<file path="src/rtl/imem_loader.sv">
// imem_loader: length-prefixed byte stream to instruction-memory word writes; IMEM_LOADER_CHECKSUM_EN adds a trailing XOR check byte
module imem_loader #(
    parameter int ADDR_WIDTH = 6,
    parameter int MEM_WORDS  = 64
) (
    input  logic                  clk,
    input  logic                  reset,
    input  logic                  start,
    input  logic                  in_valid,
    input  logic [7:0]            in_byte,
    output logic                  in_ready,
    output logic                  mem_we,
    output logic [ADDR_WIDTH-1:0] mem_addr,
    output logic [31:0]           mem_wdata,
    output logic                  core_hold,
    output logic                  done,
    output logic                  error
);
    typedef enum logic [2:0] {
        LEN0,
        LEN1,
        DATA,
`ifdef IMEM_LOADER_CHECKSUM_EN
        CHK,
`endif
        COMMIT,
        DONE,
        ERR
    } state_t;
`ifdef IMEM_LOADER_CHECKSUM_EN
    localparam state_t TAIL = CHK;
`else
    localparam state_t TAIL = COMMIT;
`endif
    state_t state, state_n;
    logic [7:0] len_lo;
    logic [15:0] n;
    logic [1:0] byte_cnt;
    logic [ADDR_WIDTH:0] word_cnt;
    logic [31:0] asm_word;
`ifdef IMEM_LOADER_CHECKSUM_EN
    logic [7:0] xor_acc;
`endif
    logic acc, last_byte, last_word, re_arm;
    logic [15:0] len_in;
    assign in_ready  = state != COMMIT && state != DONE && state != ERR;
    assign core_hold = state != DONE;
    assign done      = state == DONE;
    assign error     = state == ERR;
    assign acc       = in_valid & in_ready;
    assign len_in    = {in_byte, len_lo};
    assign last_byte = state == DATA && byte_cnt == 2'd3;
    assign last_word = 16'(word_cnt) + 16'd1 == n;
    assign re_arm    = start && (state == DONE || state == ERR);
    always_ff @(posedge clk)
        state <= reset ? LEN0 : state_n;
    always_comb begin
        state_n = state;
        case (state)
            LEN0:    state_n = acc ? LEN1 : LEN0;
            LEN1:    if (acc) state_n = len_in > 16'(MEM_WORDS) ? ERR : len_in == 16'd0 ? TAIL : DATA;
            DATA:    state_n = acc && last_byte && last_word ? TAIL : DATA;
`ifdef IMEM_LOADER_CHECKSUM_EN
            CHK:     if (acc) state_n = in_byte == xor_acc ? COMMIT : ERR;
`endif
            COMMIT:  state_n = DONE;
            DONE:    state_n = start ? LEN0 : DONE;
            ERR:     state_n = start ? LEN0 : ERR;
            default: state_n = LEN0;
        endcase
    end
    // A reset edge also drops any write the same edge would have launched.
    always_ff @(posedge clk) begin
        if (reset) begin
            len_lo    <= '0;
            n         <= '0;
            byte_cnt  <= '0;
            word_cnt  <= '0;
            asm_word  <= '0;
            mem_we    <= 1'b0;
            mem_addr  <= '0;
            mem_wdata <= '0;
`ifdef IMEM_LOADER_CHECKSUM_EN
            xor_acc   <= '0;
`endif
        end else begin
            mem_we <= 1'b0;
            if (acc && state == LEN0) len_lo <= in_byte;
            if (acc && state == LEN1) n <= len_in;
            if (acc && state == DATA) begin
                byte_cnt <= byte_cnt + 2'd1;
                asm_word <= {in_byte, asm_word[31:8]};
`ifdef IMEM_LOADER_CHECKSUM_EN
                xor_acc  <= xor_acc ^ in_byte;
`endif
                if (last_byte) begin
                    mem_we    <= 1'b1;
                    mem_addr  <= word_cnt[ADDR_WIDTH-1:0];
                    mem_wdata <= {in_byte, asm_word[31:8]};
                    word_cnt  <= word_cnt + 1'b1;
                end
            end
            if (re_arm) begin
                byte_cnt <= '0;
                word_cnt <= '0;
`ifdef IMEM_LOADER_CHECKSUM_EN
                xor_acc  <= '0;
`endif
            end
        end
    end
endmodule

</file>
<file path="config.mk">
export PLATFORM = sky130hd
export DESIGN_NAME = imem_loader
export DESIGN_NICKNAME = d
export VERILOG_FILES = /design/src/rtl/imem_loader.sv
export SDC_FILE = /design/constraint.sdc
export NUM_CORES = 1
export LEC_CHECK = 0
export BUFFER_PORTS_ARGS = -buffer_cell sky130_fd_sc_hd__buf_2
export CORE_MARGIN = 3
export CORE_UTILIZATION = 51
export DETAILED_ROUTE_END_ITERATION = 10
export PLACE_DENSITY = 0.75
export SYNTH_ARGS = -nofsm -noshare
export SYNTH_HDL_FRONTEND = slang
export SYNTH_SLANG_ARGS = --single-unit
</file>
<file path="constraint.sdc">
create_clock -name clk -period 1.54 [get_ports clk]
set_input_delay 0.077 -clock clk [delete_from_list [all_inputs] [get_ports clk]]
set_output_delay 0.077 -clock clk [all_outputs]
set_load 0.005 [all_outputs]
</file>
# Yosys cells after proc, flatten, opt, wreduce, memory -nomap -nowiden
# Cells that the tools add are included.
dict set report word_totals {
  input_bits 12
  wordCells 50
  ff_bits 107
  output_inout_bits 43
}
dict set report op_classes {
  n_mux 9
  reduce_logical 15
  bitwise_logic 2
  n_eq_ne 11
  n_lt_le_gt_ge 1
  addsub 3
}
# cell count
set op_table {}
lappend op_table {{$pmux 3 s6} 1}
lappend op_table {{$eq 8x16->1} 1}
lappend op_table {{$gt 16x7->1 const B} 1}
lappend op_table {{$logic_not 16->1} 1}
lappend op_table {{$mux 3} 4}
lappend op_table {{$logic_and 1x1->1} 9}
lappend op_table {{$add 7x1->8 const B} 1}
lappend op_table {{$add 7x1->7 const B} 1}
lappend op_table {{$eq 3x2->1 const B} 2}
lappend op_table {{$eq 3x3->1 const B} 2}
lappend op_table {{$ne 3x3->1 const B} 2}
lappend op_table {{$mux 1} 4}
lappend op_table {{$reduce_or 2->1} 2}
lappend op_table {{$eq 3x1->1 const B} 1}
lappend op_table {{$logic_not 3->1} 1}
lappend op_table {{$ne 3x2->1 const B} 1}
lappend op_table {{$add 2x1->2 const B} 1}
lappend op_table {{$eq 2x2->1 const B} 1}
lappend op_table {{$ne 2x2->1 const B} 1}
lappend op_table {{$reduce_and 2->1} 1}
lappend op_table {{$and 1x1->1} 1}
lappend op_table {{$logic_or 1x1->1} 1}
lappend op_table {{$not 1->1} 1}

# Longest topological paths before layout
# Gate-level depths: netlist of run 1.
dict set report depth {
  depth_word 8
  ltp_mapped 8
  depth_no_buf 6
}

# Worst setup path after synthesis of run 1
# OpenSTA, ideal clock, no wires.
dict set report synth_timing {
  kind {reg-to-reg}
  start {register word_cnt[0]}
  end {register state[0]}
  period_less_slack_ps 1551
  setup_time_ps 101
  arrival_time_ps 1450
  path_buffers 0
  required_ps 1439
  setup_slack_ps -11
  path_stages_with_launch 7
  path_cell_list {dfxtp_1 > ha_1 > and3_1 > nand2_1 > xor2_1 > a31oi_1 > o41ai_1}
}
dict set report synth_between {
  elab_chain_cells 5
}
# element line
set synth_rtl {}
lappend synth_rtl {{start, declared} 39} ;# logic [ADDR_WIDTH:0] word_cnt;
lappend synth_rtl {{start signal, assigned} 100} ;# word_cnt <= word_cnt + 1'b1;
lappend synth_rtl {{$add 7x1->8} 53} ;# assign last_word = 16'(word_cnt) + 16'd1 == n;
lappend synth_rtl {{$eq 8x16->1} 53}
lappend synth_rtl {{$logic_and 1x1->1} 62} ;# DATA: state_n = acc && last_byte && last_word ? TAIL : DATA;
lappend synth_rtl {{$mux 1} 62}
lappend synth_rtl {{$pmux 3 s6} 59} ;# case (state)
lappend synth_rtl {{end signal, assigned} 56} ;# state <= reset ? LEN0 : state_n;
lappend synth_rtl {{end, declared} 35} ;# state_t state, state_n;
# No other way between the ends.
# A chain may end at the register's enable or synchronous reset.

# Worst setup path after layout of run 1
# Ends and elaborated chain as after synthesis.

==> metrics, run 1 <==
first drt pass iteration count=5; hpwl dp=between 5 and 6 mm; CTS tree=done; Mapped Area=between 0.003 and 0.004 mm^2; Psw=roughly 1.1 mW; CP arrival=1.80 ns; starting density of the core=0.530; core box area=0.00729 mm^2; Sw Share=0.241; Async SR Flop Fraction=0; cell area power density=about 1000 mW/mm^2; setup violators final=0; Die X=around 93 um; fin util=0.643; Netlist cell types=35; die height=a little over 90 um; top-level I/O count=55; Clock transition at path regs=~0.09 ns; GPL Wtd Cong=0.807; Worst Path Required=~1.8 ns; Setup CP Type=flop to flop; Reg power frac=0.571; number of synthesized flops with an enable pin=0; WL per Instance=~14 um; worst slew pin tran=between 0.4 and 0.5 ns; Syn Nets=roughly 500; fin crit period=~1.5 ns; clock sinks=99; P&R area growth vs syn=21.2%; vias in the first global route=approximately 3000; postcts setup bufs=0; Yosys reg bits=99; Longest Clk Path Bufs=2; CP endpoint kind=flop; Final Total Pwr=4.58 mW; CP max stage cell=dfxtp_4; Placed Instances=640; Post-DRT Antenna Nets=0; grt total ovfl=0; Clock Skew=0.0133 ns; area after detailed placement=roughly 0.0043 mm^2; Rel. slew slack=0.697; Hold/Removal Path Class=input port to flop; Worst Path Max Fanout=5; Crit path max-delay family=compound AO/OA/AOI/OAI gates; DRC viols=0; Leak=roughly 1.8 nW; fin nets=~570; vias per cell=between 5 and 6; combinational power share=0.063; Global Route Usage Sum=0.206; CTS H-tree depth=3; Slew Viols, Final=0; number of max-cap violations=0; Yosys warnings=0; worst vdd ir=approximately 0.61 mV; Fin. Hold Viols=0; post-route cell area=~0.0047 mm^2; Final Worst Setup Slack=about 0.0025 ns; critical-path cell list=buf_6 -> nand3_4 -> o21ai_2 -> nor4b_4 -> a31oi_1 -> o41ai_2; Avg Inst Size Synth=about 7.8 um^2; IO buf count=54; cell internal pwr=approximately 3.5 mW; TritonCTS Buffers=9; # diodes=0; outcome=complete, no violations; vias post-DR=3465; Seq/Total Area, Yosys=0.512; Clock power frac=0.366; crit share post-route=0.998; Post-Syn Instances=just under 500; initial antenna violation count=0; Place WS=roughly 0.004 ns; first-pass GRT wire length=around 14 mm; fmax=about 650 MHz; share of layout cells above drive strength 1=0.206; most common flop cell mapped by yosys=dfxtp_1; Max stage delay on crit path=between 0.3 and 0.4 ns; post-route insts no fill=approximately 660; startpoint types=flop; largest net degree at the start of global routing=between 40 and 50; RSZ-0062 raised after global routing=true; Root Driver=clkbuf_8; Die Area=0.00866 mm^2; Cell Rows=31; Routed WL=around 9 mm; Buf+Inv Stages, Crit Path=1; DRT iter0 DRCs=about 200; fillers=between 600 and 700; Clk Latency, worst-skew pair=between 0.3 and 0.4 ns
through the flow:
stage,TNS [ns],hold WS [ns]
2_1_floorplan,0,0.146
3_3_place_gp,0,0.314
3_5_place_dp,0,0.311
4_1_cts,0,0.00238
5_1_grt,-0.140,0.0147
6_report,0,0.0202
power groups by stage:
stage                     Clock, mW  Sequential (mW)  Combinational [mW]
after floorplan                   0             2.66               0.164
after global placement            0             2.67               0.256
after detailed placement          0             2.67               0.260
after CTS                      1.71             2.61               0.277
after global routing           1.81             2.62               0.318
final                          1.67             2.61               0.290
worst paths after layout:
check / cells past startpoint / startpoint / to / slack (ns)
worst min register to register: 2 / mem_wdata[3] / mem_wdata[3] / 0.46
worst max register to register: 6 / word_cnt[0] / state[0] / 0.003
worst max-delay path: 6 / word_cnt[0] / state[0] / 0.003
worst min-delay path: 3 / in_byte[6] / len_lo[6] / 0.02
Yosys cell counts (3+ instances only):
library cell | instances | share of area
buf_2 | 4 | 0.0052
nor2_1 | 17 | 0.016
clkbuf_1 | 21 | 0.020
and2_1 | 4 | 0.0065
a21oi_1 | 91 | 0.12
nor3_1 | 3 | 0.0039
dfxtp_1 | 99 | 0.51
a31oi_1 | 3 | 0.0049
nor2b_1 | 3 | 0.0049
nand2_1 | 186 | 0.18
nor4_1 | 3 | 0.0049
xor2_1 | 10 | 0.023
nand3_1 | 7 | 0.0091
o21ai_0 | 3 | 0.0039
inv_1 | 4 | 0.0039
xnor2_1 | 9 | 0.020
buf_4 | 6 | 0.012
worst register-to-register path, cell delays in order (launching register included):
cell,delay [ns]
dfxtp_4,0.37
buf_6,0.12
nand3_4,0.08
o21ai_2,0.18
nor4b_4,0.25
a31oi_1,0.10
o41ai_2,0.34
routing by layer:
layer	GRT usage	vias to the layer above	wire length [um]
li1	-	1741	-
met1	0.278	1595	4150
met2	0.330	116	4220
met3	0.0370	13	432
met4	0.0794	0	153
met5	0	-	0
state kept, by name (all words and copies together), names as in the netlist:
| signal | flops |
|---|---|
| len_lo | 8 |
| asm_word | 24 |
| mem_addr | 6 |
| mem_we | 1 |
| mem_wdata | 32 |
| state | 3 |
| word_cnt | 7 |
| byte_cnt | 2 |
| n | 16 |
cells by family after synthesis:
logic type | count (synthesis) | share of synthesized area
compound gates | 105 | 0.144
xor+xnor | 19 | 0.0430
fa+ha+maj | 2 | 0.00647
buf+inv | 37 | 0.0469
flops | 99 | 0.512
simple gates | 232 | 0.247
cell type report:
cell class	count	area (um^2)	area share
clock buffer	10	128	0.0272
timing repair buffer	87	572	0.122
clock inverter	6	71.3	0.0152
tap	99	124	0.0264
inverter	4	15.0	0.00320
sequential	99	1990	0.425
multi-input combinational	358	1780	0.381
layout by cell type, fill, tap and decap left out, drive strengths merged, types with 2 or more instances in the layout:
cell	n
clkbuf	10
nand2	187
o21ai	4
inv	6
dlygate4sd3	7
xnor2	9
and2	4
a31oi	3
a21oi	91
buf	80
dfxtp	99
clkinv	2
nor3	3
nand2b	2
xor2	10
nand3	7
nor2b	3
nor4	3
ha	2
nor2	18
what timing repair did:
action / 4_1_cts / 5_1_grt
gates cloned: 0 / 0
setup endpoints to repair: 1 / 55
pin swaps: 1 / 5
hold endpoints to repair: 8 / 0
resized for setup: 2 / 22
hold buffers: 7 / 0
Note: power is estimated with default switching activity, not from simulation.
==> run 2: changes to the inputs <==
CELL_PAD_IN_SITES_DETAIL_PLACEMENT = 1   (was unset)
CELL_PAD_IN_SITES_GLOBAL_PLACEMENT = 1   (was unset)
CORE_UTILIZATION = 37   (was 51)
PLACE_DENSITY = 0.72   (was 0.75)
==> metrics, run 2 (synthesized netlist as in run 1, its figures left out) <==
outcome=complete, but fails checks (was complete, no violations); failing checks=setup timing; Buf+Inv Stages, Crit Path=1 (unchanged); Setup CP Type=flop to flop (unchanged); TritonCTS Buffers=9 (unchanged); Routed WL=10.8 mm (was 8.96 mm); critical-path cell list=buf_4 -> xor2_1 -> nor2_1 -> a21oi_1 -> o311ai_0 -> o41ai_2 (was buf_6 -> nand3_4 -> o21ai_2 -> nor4b_4 -> a31oi_1 -> o41ai_2); reg2reg setup slack=-0.09 ns (was 0.003 ns); fin crit period=1.63 ns (was 1.54 ns); WL per Instance=15.4 um (was 13.5 um); area after detailed placement=0.00438 mm^2 (was 0.00432 mm^2); Psw=1.15 mW (was 1.10 mW); Final Worst Setup Slack=-0.0911 ns (was 0.00254 ns); IO buf count=54 (unchanged); worst slew pin tran=0.512 ns (was 0.451 ns); max reg flops=32 (unchanged); hpwl dp=7.46 mm (was 5.98 mm); Die Area=0.0117 mm^2 (was 0.00866 mm^2); commonest non-fill, non-tap cell in the layout=nand2_1 (unchanged); first drt pass iteration count=4 (was 5); Longest Clk Path Bufs=2 (unchanged); CTS H-tree depth=3 (unchanged); number of max-cap violations=0 (unchanged); Cell Rows=36 (was 31); top flop regs=mem_wdata: 32 flops, asm_word: 24 flops, n: 16 flops (unchanged); fin nets=578 (was 573); Placed Instances=675 (was 640); vias per cell=5.02 (was 5.23); Final Total Pwr=4.81 mW (was 4.58 mW); Die X=108 um (was 93.1 um); post-route cell area=0.00478 mm^2 (was 0.00469 mm^2); grt total ovfl=0 (unchanged); first-pass GRT wire length=17.7 mm (was 14.3 mm); final hold slack=0.0119 ns (was 0.0202 ns); Hold/Removal Path Class=input port to flop (unchanged); setup violators final=1 (was 0); DRC viols=0 (unchanged); Global Route Usage Sum=0.193 (was 0.206); CP endpoint kind=flop (unchanged); top-level I/O count=55 (unchanged); startpoint types=flop (unchanged); Worst Path Max Fanout=7 (was 5); fillers=1245 (was 680); Slew Viols, Final=0 (unchanged); combinational power share=0.067 (was 0.063); core box area=0.00995 mm^2 (was 0.00729 mm^2); commonest non-fill, non-tap cells in the layout=nand2_1 (185), dfxtp_1 (95), a21oi_1 (90), buf_2 (54), buf_4 (25) (was nand2_1 (186), dfxtp_1 (94), a21oi_1 (91), buf_2 (54), buf_4 (21)); CP arrival=1.87 ns (was 1.80 ns); CP max stage cell=o311ai_0 (was dfxtp_4); Clock transition at path regs=0.10 ns (was 0.09 ns); vias in the first global route=3535 (was 3009); fmax=613 MHz (was 650 MHz); Post-DRT Antenna Nets=0 (unchanged); share of layout cells above drive strength 1=0.209 (was 0.206); post-route insts no fill=702 (was 663); vias post-DR=3522 (was 3465); Clock Skew=0.00692 ns (was 0.0133 ns); Rel. slew slack=0.658 (was 0.697); Crit path max-delay family=compound AO/OA/AOI/OAI gates (unchanged); Fin. Hold Viols=0 (unchanged); Worst Path Required=1.78 ns (was 1.80 ns); clock sinks=99 (unchanged); DRT iter0 DRCs=137 (was 205); cell area power density=1010 mW/mm^2 (was 976 mW/mm^2); starting density of the core=0.389 (was 0.530); worst vdd ir=0.447 mV (was 0.609 mV); cell internal pwr=3.66 mW (was 3.47 mW); fin util=0.481 (was 0.643); Reg power frac=0.543 (was 0.571); most flop-heavy register=mem_wdata (unchanged); RSZ-0062 raised after global routing=true (unchanged); CTS tree=done (unchanged); P&R area growth vs syn=23.7% (was 21.2%); # diodes=0 (unchanged); die height=108 um (was 93.1 um); largest net degree at the start of global routing=53 (was 42); Clk Latency, worst-skew pair=0.38 ns (was 0.36 ns); Leak=1.84 nW (was 1.80 nW); crit share post-route=1.06 (was 0.998); initial antenna violation count=0 (unchanged); Max stage delay on crit path=0.46 ns (was 0.37 ns); Clock power frac=0.390 (was 0.366); Root Driver=clkbuf_8 (unchanged); Sw Share=0.240 (was 0.241); GPL Wtd Cong=0.773 (was 0.807)
run 2: cell count changes in the layout (fill, tap and decap cells not counted), sizes merged:
| cell | before | now |
|---|---|---|
| inv | 6 | 7 |
| clkinv | 2 | 0 |
| bufinv | 1 | 2 |
| buf | 80 | 85 |
run 2: power by group through the flow:
| stage | logic [mW] | registers [mW] | clock network, mW |
|---|---|---|---|
| after detailed placement | 0.284 | 2.67 | 0 |
| after global placement | 0.276 | 2.67 | 0 |
| after global routing | 0.354 | 2.62 | 2.04 |
| final | 0.321 | 2.61 | 1.88 |
| after floorplan | 0.164 | 2.66 | 0 |
| after CTS | 0.306 | 2.61 | 1.93 |
run 2: final cells by class:
cell class                 count  area, um^2  area share
timing repair buffer          92         634       0.133
clock inverter                 6        93.8      0.0196
tap                          133         166      0.0348
clock buffer                  10         128      0.0267
multi-input combinational    358        1760       0.368
sequential                    99        1990       0.415
inverter                       4        15.0     0.00314
run 2: worst min-delay path, cell delays in order:
cell and delay (ns):
buf_2 0.15, nand2_1 0.07, a21oi_1 0.05
run 2: timing repair:
action	CTS	global route
buffers inserted	0	4
hold buffers	7	0
setup endpoints to repair	6	57
resized for setup	8	14
pin swaps	2	0
endpoints found under the hold margin	13	0
run 2: stage by stage:
step / setup WS (ns) / TNS [ns]
2_1_floorplan: 0.0356 / 0
3_3_place_gp: 0.0302 / 0
3_5_place_dp: -0.0546 / -0.0546
4_1_cts: -0.0115 / -0.0115
5_1_grt: -0.187 / -0.236
6_report: -0.0911 / -0.0911
run 2: metal layers:
layer  global-route usage  share of wire  routed length, um  vias up
met5                    0              0                  0        -
met4               0.0784          0.018                193        0
met3               0.0322          0.027                292       17
met2                0.313           0.48               5200       55
met1                0.257           0.48               5150     1698
li1                     -              -                  -     1752
run 2: final timing paths:
kind | start | endpoint | depth (start not counted)
worst max-delay path | state[0] | state[0] | 6
worst min-delay path | in_byte[4] | asm_word[28] | 3
worst max register to register | state[0] | state[0] | 6
worst min register to register | mem_addr[0] | mem_addr[0] | 2
==> run 3: changes to the inputs <==
CORE_ASPECT_RATIO = 0.9   (was unset)
==> metrics, run 3 (synthesized netlist as in run 1, its figures left out) <==
Worst Path Required=1.79 ns (was 1.78 ns); core box area=0.00991 mm^2 (was 0.00995 mm^2); Crit path max-delay family=compound AO/OA/AOI/OAI gates (unchanged); fin util=0.480 (was 0.481); fin crit period=1.52 ns (was 1.63 ns); Fin. Hold Viols=0 (unchanged); Clock transition at path regs=0.07 ns (was 0.10 ns); CTS H-tree depth=3 (unchanged); Placed Instances=669 (was 675); clock sinks=99 (unchanged); Global Route Usage Sum=0.184 (was 0.193); Max stage delay on crit path=0.35 ns (was 0.46 ns); critical-path cell list=buf_4 -> nand3_2 -> nor2_4 -> xor2_1 -> a31oi_1 -> o41ai_2 (was buf_4 -> xor2_1 -> nor2_1 -> a21oi_1 -> o311ai_0 -> o41ai_2); Rel. slew slack=0.741 (was 0.658); Die X=114 um (was 108 um); outcome=complete, no violations (was complete, but fails checks); WP depth=6 (unchanged); Cell Rows=34 (was 36); top-level I/O count=55 (unchanged); top flop regs=mem_wdata: 32 flops, asm_word: 24 flops, n: 16 flops (unchanged); share of layout cells above drive strength 1=0.209 (about the same); CP arrival=1.78 ns (was 1.87 ns); worst hold stages=3 (unchanged); fin nets=568 (was 578); Setup CP Type=flop to flop (unchanged); cell area power density=1070 mW/mm^2 (was 1010 mW/mm^2); final hold slack=0.0261 ns (was 0.0119 ns); CP endpoint kind=flop (unchanged); WL per Instance=14.8 um (was 15.4 um); commonest non-fill, non-tap cell in the layout=nand2_1 (unchanged); initial antenna violation count=0 (unchanged); RSZ-0062 raised after global routing=true (unchanged); R2R depth=6 (unchanged); hpwl dp=7.24 mm (was 7.46 mm); Worst Path Max Fanout=5 (was 7); most flop-heavy register=mem_wdata (unchanged); startpoint types=flop (unchanged); Post-DRT Antenna Nets=0 (unchanged); GPL Wtd Cong=0.803 (was 0.773); vias post-DR=3394 (was 3522); Final Total Pwr=5.08 mW (was 4.81 mW); CP max stage cell=dfxtp_2 (was o311ai_0); worst vdd ir=0.819 mV (was 0.447 mV); worst slew pin tran=0.388 ns (was 0.512 ns); reg2reg setup slack=0.02 ns (was -0.09 ns); die height=103 um (was 108 um); multi-input logic area=0.00179 mm^2 (was 0.00176 mm^2); # diodes=0 (unchanged); Routed WL=10.1 mm (was 10.8 mm); Longest Clk Path Bufs=2 (unchanged); number of max-cap violations=0 (unchanged); Leak=1.83 nW (was 1.84 nW); commonest non-fill, non-tap cells in the layout=nand2_1 (186), dfxtp_1 (95), a21oi_1 (91), buf_2 (54), buf_4 (23) (was nand2_1 (185), dfxtp_1 (95), a21oi_1 (90), buf_2 (54), buf_4 (25)); fillers=1234 (was 1245); Hold/Removal Path Class=input port to flop (unchanged); Clk Latency, worst-skew pair=0.35 ns (was 0.38 ns); Slew Viols, Final=0 (unchanged); IO buf count=54 (unchanged); Root Driver=clkbuf_16 (was clkbuf_8); DRC viols=0 (unchanged); area of all sequential standard cells=0.00199 mm^2 (unchanged); Buf+Inv Stages, Crit Path=1 (unchanged); TritonCTS Buffers=9 (unchanged); Die Area=0.0117 mm^2 (about the same); first-pass GRT wire length=16.9 mm (was 17.7 mm); DRT iter0 DRCs=127 (was 137); grt total ovfl=0 (unchanged); first drt pass iteration count=4 (unchanged); fmax=656 MHz (was 613 MHz); crit share post-route=0.990 (was 1.06); vias per cell=4.95 (was 5.02); starting density of the core=0.390 (was 0.389); P&R area growth vs syn=23.0% (was 23.7%); CTS tree=done (unchanged); post-route insts no fill=685 (was 702); vias in the first global route=3381 (was 3535); max reg flops=32 (unchanged); largest net degree at the start of global routing=39 (was 53); Clock Skew=0.00780 ns (was 0.00692 ns); setup violators final=0 (was 1)
-- run 3: cell types whose count changed in the layout (fill, tap and decap cells not counted), moves of 2 or more --
| cell | delta |
|---|---|
| buf_12 | -2 |
| buf_4 | -2 |
| bufinv_16 | -2 |
| clkbuf_16 | +9 |
| clkbuf_8 | -7 |
| clkinv_4 | +2 |
| dlygate4sd3_1 | -6 |
| inv_6 | -3 |
| nand3_1 | -2 |
| nand3_2 | +2 |
-- run 3: per-stage QoR --
step / setup TNS, ns / area (um^2) / setup slack (ns)
floorplan: 0 / 3870 / 0.0356
global placement: -0.00334 / 4370 / -0.00334
detailed placement: -0.112 / 4370 / -0.112
CTS: 0 / 4720 / 0.00155
global route: -0.135 / 4760 / -0.103
finish: 0 / 4760 / 0.0157
-- run 3: metal layers --
metal	share of wire	wire length, um	track usage	vias up
met5	0	0	0	-
met4	0.0090	91	0.0493	0
met3	0.033	333	0.0493	7
met2	0.47	4720	0.293	48
met1	0.49	5000	0.250	1617
li1	-	-	-	1722
-- run 3: repair_timing --
action                                 CTS  global route
gates resized for setup                 11            12
pin swaps                                6             1
cloned                                   0             0
endpoints found under the hold margin    1             0
setup endpoints to repair                1            43
hold buffers                             1             0
setup buffers                            0             0
-- run 3: worst min-delay path: cells and delay by family --
kind | cells | cell delay, ns
compound gates | 1 | 0.05
buf+inv | 1 | 0.14
simple gates | 1 | 0.07
-- run 3: area by class of cell --
class	instances	area share
Sequential cell	99	0.418
Multi-Input combinational cell	358	0.376
Timing Repair Buffer	82	0.109
Clock buffer	11	0.0531
Tap cell	126	0.0331
Clock inverter	5	0.00789
Inverter	4	0.00316
-- run 3: report_power, final --
| group | internal, mW | switching (mW) |
|---|---|---|
| sequential | 2.59 | 0.0252 |
| combinational | 0.113 | 0.175 |
| clock | 1.19 | 0.985 |
| total | 3.89 | 1.19 |
-- run 3: final timing paths --
check                   to     startpoint
min reg2reg  mem_wdata[13]  mem_wdata[13]
min                  n[11]     in_byte[3]
max reg2reg       state[0]    word_cnt[0]
max               state[0]    word_cnt[0]
